### config.mk
export PLATFORM = sky130hd
export DESIGN_NAME = uart_rx_pair
export DESIGN_NICKNAME = d
export VERILOG_FILES = /design/src/rtl/uart_pkg.sv /design/src/rtl/uart_sync2.sv /design/src/rtl/uart_rx_pair.sv
export SDC_FILE = /design/constraint.sdc
export NUM_CORES = 1
export LEC_CHECK = 0
export CORE_ASPECT_RATIO = 0.6
export CORE_UTILIZATION = 45
export DETAILED_ROUTE_END_ITERATION = 10
export MAX_ROUTING_LAYER = met4
export PLACE_DENSITY = 0.64
export SETUP_SLACK_MARGIN = 0.2
export SLEW_MARGIN = 30
export SYNTH_ARGS = -nofsm -noshare
export SYNTH_HDL_FRONTEND = slang
export SYNTH_HIERARCHICAL = 1
export SYNTH_SLANG_ARGS = --single-unit
export TNS_END_PERCENT = 50
### constraint.sdc
create_clock -name clk_50mhz -period 3.2 [get_ports clk_50mhz]
set_input_delay 0.96 -clock clk_50mhz [delete_from_list [all_inputs] [get_ports clk_50mhz]]
set_output_delay 0.96 -clock clk_50mhz [all_outputs]
set_load 0.005 [all_outputs]
### src/rtl/uart_pkg.sv
// Shared types and constants for the UART receive path.
package uart_pkg;

    typedef enum logic [2:0] {
        IDLE,
        START,
        DATA,
        STOP,
        GAP,
        RECOVER
    } uart_state_e;

    localparam int UART_CLKS_PER_BIT_9600 = 5208;

endpackage

### src/rtl/uart_sync2.sv
// Two-flop synchronizer for an asynchronous single-bit input, reset to RST_VAL.
module uart_sync2 #(
    parameter logic RST_VAL = 1'b1
) (
    input  logic clk,
    input  logic rst_n,
    input  logic d,
    output logic q
);

    logic meta;

    always_ff @(posedge clk or negedge rst_n) begin
        if (!rst_n) begin
            meta <= RST_VAL;
            q    <= RST_VAL;
        end else begin
            meta <= d;
            q    <= meta;
        end
    end

endmodule

### src/rtl/uart_rx_pair.sv
// Receives two 8N1 bytes and presents them as one 16-bit word, byte 0 in the low half.
//   state   | meaning
//   IDLE    | line idle, waiting for a start edge
//   START   | confirming the start bit at its mid-point
//   DATA    | sampling 8 data bits, LSB first
//   STOP    | sampling the stop bit
//   GAP     | byte 0 held, waiting for byte 1's start bit
//   RECOVER | after a framing error, waiting for one full bit of idle line
module uart_rx_pair
    import uart_pkg::*;
#(
    parameter int CLKS_PER_BIT = UART_CLKS_PER_BIT_9600,
    parameter int GAP_BITS     = 20
) (
    input  logic        clk_50mhz,
    input  logic        rst_n,
    input  logic        rx,
    output logic [15:0] data,
    output logic        valid,
    output logic        frame_err,
    output logic        gap_err,
    output logic        busy
);

    localparam int CNT_W = $clog2(GAP_BITS * CLKS_PER_BIT);
    localparam logic [CNT_W-1:0] LD_HALF = CNT_W'(CLKS_PER_BIT / 2 - 1);
    localparam logic [CNT_W-1:0] LD_BIT  = CNT_W'(CLKS_PER_BIT - 1);
    localparam logic [CNT_W-1:0] LD_GAP  = CNT_W'(GAP_BITS * CLKS_PER_BIT - 1);

    uart_state_e      state, state_d;
    logic [CNT_W-1:0] cnt, cnt_d;
    logic [2:0]       bit_idx, bit_idx_d;
    logic             byte_idx, byte_idx_d;
    logic [7:0]       shift, shift_d;
    logic [7:0]       byte0, byte0_d;
    logic [15:0]      data_q, data_d;
    logic             valid_d, ferr_d, gerr_d;
    logic             rx_s;
    logic             cnt_tc;

    uart_sync2 #(.RST_VAL(1'b1)) u_sync (
        .clk   (clk_50mhz),
        .rst_n (rst_n),
        .d     (rx),
        .q     (rx_s)
    );

    assign cnt_tc = (cnt == '0);

    always_ff @(posedge clk_50mhz or negedge rst_n) begin
        if (!rst_n) begin
            state     <= IDLE;
            cnt       <= '0;
            bit_idx   <= '0;
            byte_idx  <= 1'b0;
            shift     <= '0;
            byte0     <= '0;
            data_q    <= '0;
            valid     <= 1'b0;
            frame_err <= 1'b0;
            gap_err   <= 1'b0;
        end else begin
            state     <= state_d;
            cnt       <= cnt_d;
            bit_idx   <= bit_idx_d;
            byte_idx  <= byte_idx_d;
            shift     <= shift_d;
            byte0     <= byte0_d;
            data_q    <= data_d;
            valid     <= valid_d;
            frame_err <= ferr_d;
            gap_err   <= gerr_d;
        end
    end

    // Timers count down to zero and stall there; each state entry reloads them.
    always_comb begin
        state_d    = state;
        cnt_d      = cnt_tc ? cnt : cnt - 1'b1;
        bit_idx_d  = bit_idx;
        byte_idx_d = byte_idx;
        shift_d    = shift;
        byte0_d    = byte0;
        data_d     = data_q;
        valid_d    = 1'b0;
        ferr_d     = 1'b0;
        gerr_d     = 1'b0;

        case (state)
            IDLE: begin
                byte_idx_d = 1'b0;
                if (!rx_s) begin
                    state_d = START;
                    cnt_d   = LD_HALF;
                end
            end
            START: begin
                if (cnt_tc) begin
                    if (rx_s) begin
                        state_d = IDLE;
                    end else begin
                        state_d   = DATA;
                        cnt_d     = LD_BIT;
                        bit_idx_d = '0;
                    end
                end
            end
            DATA: begin
                if (cnt_tc) begin
                    shift_d[bit_idx] = rx_s;
                    cnt_d            = LD_BIT;
                    if (bit_idx == 3'd7) state_d = STOP;
                    else                 bit_idx_d = bit_idx + 3'd1;
                end
            end
            STOP: begin
                if (cnt_tc) begin
                    if (!rx_s) begin
                        ferr_d  = 1'b1;
                        state_d = RECOVER;
                        cnt_d   = LD_BIT;
                    end else if (!byte_idx) begin
                        byte0_d = shift;
                        state_d = GAP;
                        cnt_d   = LD_GAP;
                    end else begin
                        data_d  = {shift, byte0};
                        valid_d = 1'b1;
                        state_d = IDLE;
                    end
                end
            end
            GAP: begin
                if (!rx_s) begin
                    byte_idx_d = 1'b1;
                    state_d    = START;
                    cnt_d      = LD_HALF;
                end else if (cnt_tc) begin
                    gerr_d  = 1'b1;
                    state_d = IDLE;
                end
            end
            RECOVER: begin
                if (!rx_s)       cnt_d   = LD_BIT;
                else if (cnt_tc) state_d = IDLE;
            end
            default: state_d = IDLE;
        endcase
    end

    assign data = data_q;
    assign busy = (state != IDLE);

endmodule

### After elaboration in Yosys (flattened, before gate mapping)

Cells that the tools add are included.

| storage, ports and cells | value |
|---|---|
| input bits | 3 |
| logic and storage cells | 86 |
| bits in registers | 61 |
| output and inout port bits | 20 |

| operators by class | value |
|---|---|
| eq/ne operators | 15 |
| bitwise logic cells | 1 |
| $lt $le $gt $ge | 2 |
| add/subtract/negate cells | 2 |
| muxes and demuxes | 41 |
| reduce and logical (&&, ||, !) cells | 13 |

Operators with widths:

| operator | count |
|---|---|
| 2-to-1 mux 17 bit | 8 |
| case mux 17 bit (5 select lines) | 1 |
| 2-to-1 mux 3 bit | 14 |
| case mux 3 bit (6 select lines) | 1 |
| zero test 17 bit | 1 |
| subtractor 17 x 1 -> 17 bit, second input constant | 1 |
| inequality test 2 bit, second input constant | 8 |
| 2-to-1 mux 1 bit | 12 |
| equality test 3 bit, second input constant | 3 |
| bitwise mux 8 bit | 1 |
| AND reduction 4 bit | 2 |
| equality test 3 x 2 -> 1 bit, second input constant | 2 |
| case mux 3 bit (2 select lines) | 1 |
| AND reduction 6 bit | 1 |
| AND reduction 5 bit | 1 |
| < comparator 3 x 4 -> 1 bit, second input constant | 1 |
| AND reduction 2 bit | 2 |
| nonzero test 2 bit | 2 |
| adder 3 x 1 -> 3 bit, second input constant | 1 |
| demux 1 bit (select 3 bit) | 1 |
| equality test 3 x 1 -> 1 bit, second input constant | 1 |
| greater-or-equal comparator 3 x 1 -> 1 bit, second input constant | 1 |
| zero test 3 bit | 1 |
| nonzero test 3 bit | 1 |
| 6 further kinds | 6 |

### Logic depth before layout (Yosys ltp)

| logic depth | value |
|---|---|
| word-level depth | 6 |
| gate-level depth with buffers | 10 |

### By module

The synthesis kept the hierarchy.

By module, submodules not included:

| module | times used | area each (sq um) | sequential area each (sq um) | cells each |
|---|---|---|---|---|
| uart_rx_pair | 1 | 2,974.1 | 1,476.4 | 266 |
| uart_sync2 | 1 | 52.6 | 52.6 | 2 |

### Worst setup path after synthesis

Ideal clock, no wire load.

| path | value |
|---|---|
| kind | reg2reg |
| start point | register cnt[8] |
| end point | register cnt[0] |
| data arrival time | 2.402 ns |
| cell stages (with the launch flop) | 9 |
| setup slack | 0.670 ns |
| path buffers | 1 |
| required time | 3.072 ns |
| cells stage by stage | dfrtp_1 > or4_4 > or3_1 > buf_6 > nor3_4 > inv_2 > ha_1 > nor4b_1 > o31ai_1 |

| between the ends | value |
|---|---|
| longest elaborated chain between the ends | 6 |
| elaborated cells on any way between the ends | 10 |
| those cells by class | mux (9); reduce/logical (1) |

Ends and longest elaborated chain:

| what | line | text |
|---|---|---|
| from (decl) | uart_rx_pair.sv:31 | `logic [CNT_W-1:0] cnt, cnt_d;` |
| from (signal assigned) | uart_rx_pair.sv:64 | `cnt <= cnt_d;` |
| zero test 17 bit * | uart_rx_pair.sv:48 | `assign cnt_tc = (cnt == '0);` |
| 2-to-1 mux 17 bit | uart_rx_pair.sv:79 | `cnt_d = cnt_tc ? cnt : cnt - 1'b1;` |
| 2-to-1 mux 17 bit | uart_rx_pair.sv:122 | `end else if (!byte_idx) begin` |
| 2-to-1 mux 17 bit | uart_rx_pair.sv:118 | `if (!rx_s) begin` |
| 2-to-1 mux 17 bit | uart_rx_pair.sv:117 | `if (cnt_tc) begin` |
| case mux 17 bit (5 select lines) * | uart_rx_pair.sv:89 | `case (state)` |
| named net cnt_d[0] | uart_rx_pair.sv:31 |  |

Mark *: on every way through the listed nets, which the timed path passes. The rest lies on a longest branch.
A chain may end at the register's enable or synchronous reset.

### Worst setup path in the final report

| path | value |
|---|---|
| start point | register state[1] |
| end point | output port busy |

| between the ends | value |
|---|---|
| longest elaborated chain between the ends | 1 |

Ends and longest elaborated chain:

| what | line | text |
|---|---|---|
| from (decl) | uart_rx_pair.sv:30 | `uart_state_e state, state_d;` |
| from (signal assigned) | uart_rx_pair.sv:63 | `state <= state_d;` |
| nonzero test 3 bit | uart_rx_pair.sv:152 | `assign busy = (state != IDLE);` |
| to (decl) | uart_rx_pair.sv:22 | `output logic busy` |

Every way passes these cells.

==> out/results.ini <==
[placement]
dp_hpwl_um=4800
io_buffers=22
finalWeightedCongestion=0.938
place_area_mm2=0.00338
dp_slack_ps=457

[floorplanning]
die_x_um=108
die_h_um=65.5
ios=23
design.core.area_mm2=0.00630
initial_utilization_pct=48.0
num_rows=22
dieArea_mm2=0.00707

[power]
p_per_area_mw_per_mm2=410
power.share.sequential_pct=53.2
p_leak_nw=1.54
comb_power_share_pct=1.7
clkPwrFrac_pct=45.1
p_int_mw=1.13
p_sw_uw=327
swShare_pct=22.4
ir_worst_vdd_v=0.000253

[global_route]
grt_max_degree=62
antenna_found_initial=0
grt_pass1_vias=1993
overflow=0
grt_usage_pct=22.4
grt_first_pass_wirelength_um=11200

[worst_setup_path]
r2r_setup_slack_ps=430
worst_setup_path_end_kind=output pin
crit_path_start_kind=flip-flop
critPathArrivalTime_ps=1860
r2r_end=cnt[0]
reg2reg_from=cnt[8]
critPathMaxFanout=17
critPathLaunch=state[1]
path_class=flip-flop to output pin
critPathCapture=busy
crit_required_ps=2240
rr_worst_depth=7

[yosys]
yosysUniqueCellTypes=60
netlist_instances=268
avgSynthCellArea_um2=11.3
synthAdderAreaFrac_pct=2.07
yosys_register_bits=61
synth.most_common_cell=dfrtp_1
synthSimpleGateAreaFrac_pct=17.9
synthMuxAreaShare_pct=11.9
post-synth-top-area-cell=dfrtp_1
syn_area_mm2=0.00303
yosys_warnings=6
synth_top_area_share_pct=48.8
synth_top_family_by_area=simple AND/OR/NAND/NOR gates
synth-async-reset-ratio_pct=100
syn_nets=276
synth_common_cells=dfrtp_1, mux2_2, nor2_1
ys_top_cells_by_area=dfrtp_1, mux2_2, nor2_1
synth-xor-area-share_pct=2.60
synth_edf_count=0
synth-main-ff-cell=dfrtp_1
yosysSeqAreaShare_pct=50.5
synth_compound_area_share_pct=12.0

[outcome]
status=complete, no violations

[clock_tree]
post_cts_buffers=0
clkLatencyLatePin_ps=340
clockRootBuffer=clkbuf_8
h-tree-depth=3
cts.hold.buffers_added=0
clockBufferDepth=2
cts-resized-gates=0
cts_buffers=9
cts_sinks=61
clk_pin_slew_worst_paths_ps=70
tritoncts=built

[sta]
finalHoldWorstSlack_ps=358
setup_tns_ps=0
fmax_mhz=354
setup_viol=0
slew_headroom_pct=46.4
fin_crit_sh_pct=88.2
tightest_slew_ps=801
rsz0062_at_grt=false
finalMaxSlewViolations=0
min_period_ps=2820
finalClockSkew_ps=4.28
finalHoldViolations=0
worst_slack_ps=378

[routing]
remaining_drc_errors=0
via_per_inst=5.80
ant_nets=0
wl_per_cell_um=17.7
num_vias=2249
wl_um=6880
first_pass_iters=4
first_iter_violations=146

[cells_and_area]
fin_area_mm2=0.00357
syn2layout_area_growth_pct=17.9
fin_util_pct=56.6
drive_above_1_share_pct=22.7
finalNetCount=307
antenna_cells=0

[job]
cap_violations=0

[min_path]
hold_class=flip-flop to flip-flop

==> per-layer routing <==
metal	wire length [um]	global-route usage, %	part of all wire [%]
met3	556	6.75	8.1
met5	0	-	0
met4	62	7.19	0.90
met1	3740	34.9	54
met2	2520	26.4	37
==> how the worst min path moves through the flow <==
stage                startpoint        to  slack (ps)  cells past startpoint
finish              u_sync/meta  u_sync/q         360                      0
global route        u_sync/meta  u_sync/q         360                      0
CTS                 u_sync/meta  u_sync/q         360                      0
detailed placement  u_sync/meta  u_sync/q         350                      0
global placement    u_sync/meta  u_sync/q         350                      0
floorplan           u_sync/meta  u_sync/q         350                      0
==> state kept, by name, indices dropped and copies added (netlist names) <==
register / count
shift: 8
cnt: 17
bit_idx: 3
byte0: 8
byte_idx: 1
u_sync/q: 1
valid: 1
state: 3
u_sync/meta: 1
frame_err: 1
gap_err: 1
data: 16
==> power by group through the flow <==
stage               Sequential [mW]  Clock (mW)  Combinational [mW]
floorplan                     0.788           0             0.00843
global placement              0.793           0              0.0258
detailed placement            0.793           0              0.0259
CTS                           0.778       0.677              0.0256
global route                  0.778       0.712              0.0284
finish                        0.778       0.659              0.0246
==> per-stage QoR <==
step	total power, mW	cells
after CTS	1.48	388
final	1.46	388
after floorplan	0.797	268
after global routing	1.52	388
after detailed placement	0.818	372
after global placement	0.818	372
==> cells in the final DEF, fill, tap and decap left out, types with 6 or more instances in the layout <==
| cell | Yosys | routed |
|---|---|---|
| xnor2_1 | 6 | 6 |
| mux2_2 | 31 | 31 |
| clkdlybuf4s50_1 | 0 | 21 |
| clkbuf_8 | 0 | 9 |
| nand3_1 | 7 | 7 |
| dfrtp_1 | 59 | 59 |
| nor2_1 | 18 | 18 |
| nand2_1 | 16 | 16 |
| buf_4 | 0 | 10 |
| o21ai_0 | 7 | 7 |
| a21oi_1 | 9 | 9 |
| nor3_1 | 9 | 9 |
==> logic make-up after synthesis <==
group | after synthesis
XOR/XNOR | 9
AND/OR/NAND/NOR | 90
multiplexers | 32
AO/OA/AOI/OAI | 51
flip-flops | 61
adder cells (fa/ha/maj) | 5
buffers and inverters | 20
==> area by class of cell <==
cell class,count,area [um2]
clock buffer,9,124
clock inverter,7,66.3
fill,542,2740
inverter,7,26.3
multi-input combinational,187,1410
sequential,61,1530
tap,84,105
timing repair buffer,33,310
==> worst max-delay path, cell delays in order, from the launching register on <==
cell	delay (ps)
dfrtp_1	580
or3_1	480
clkdlybuf4s50_1	460
Note: power is estimated with default switching activity, not from simulation.
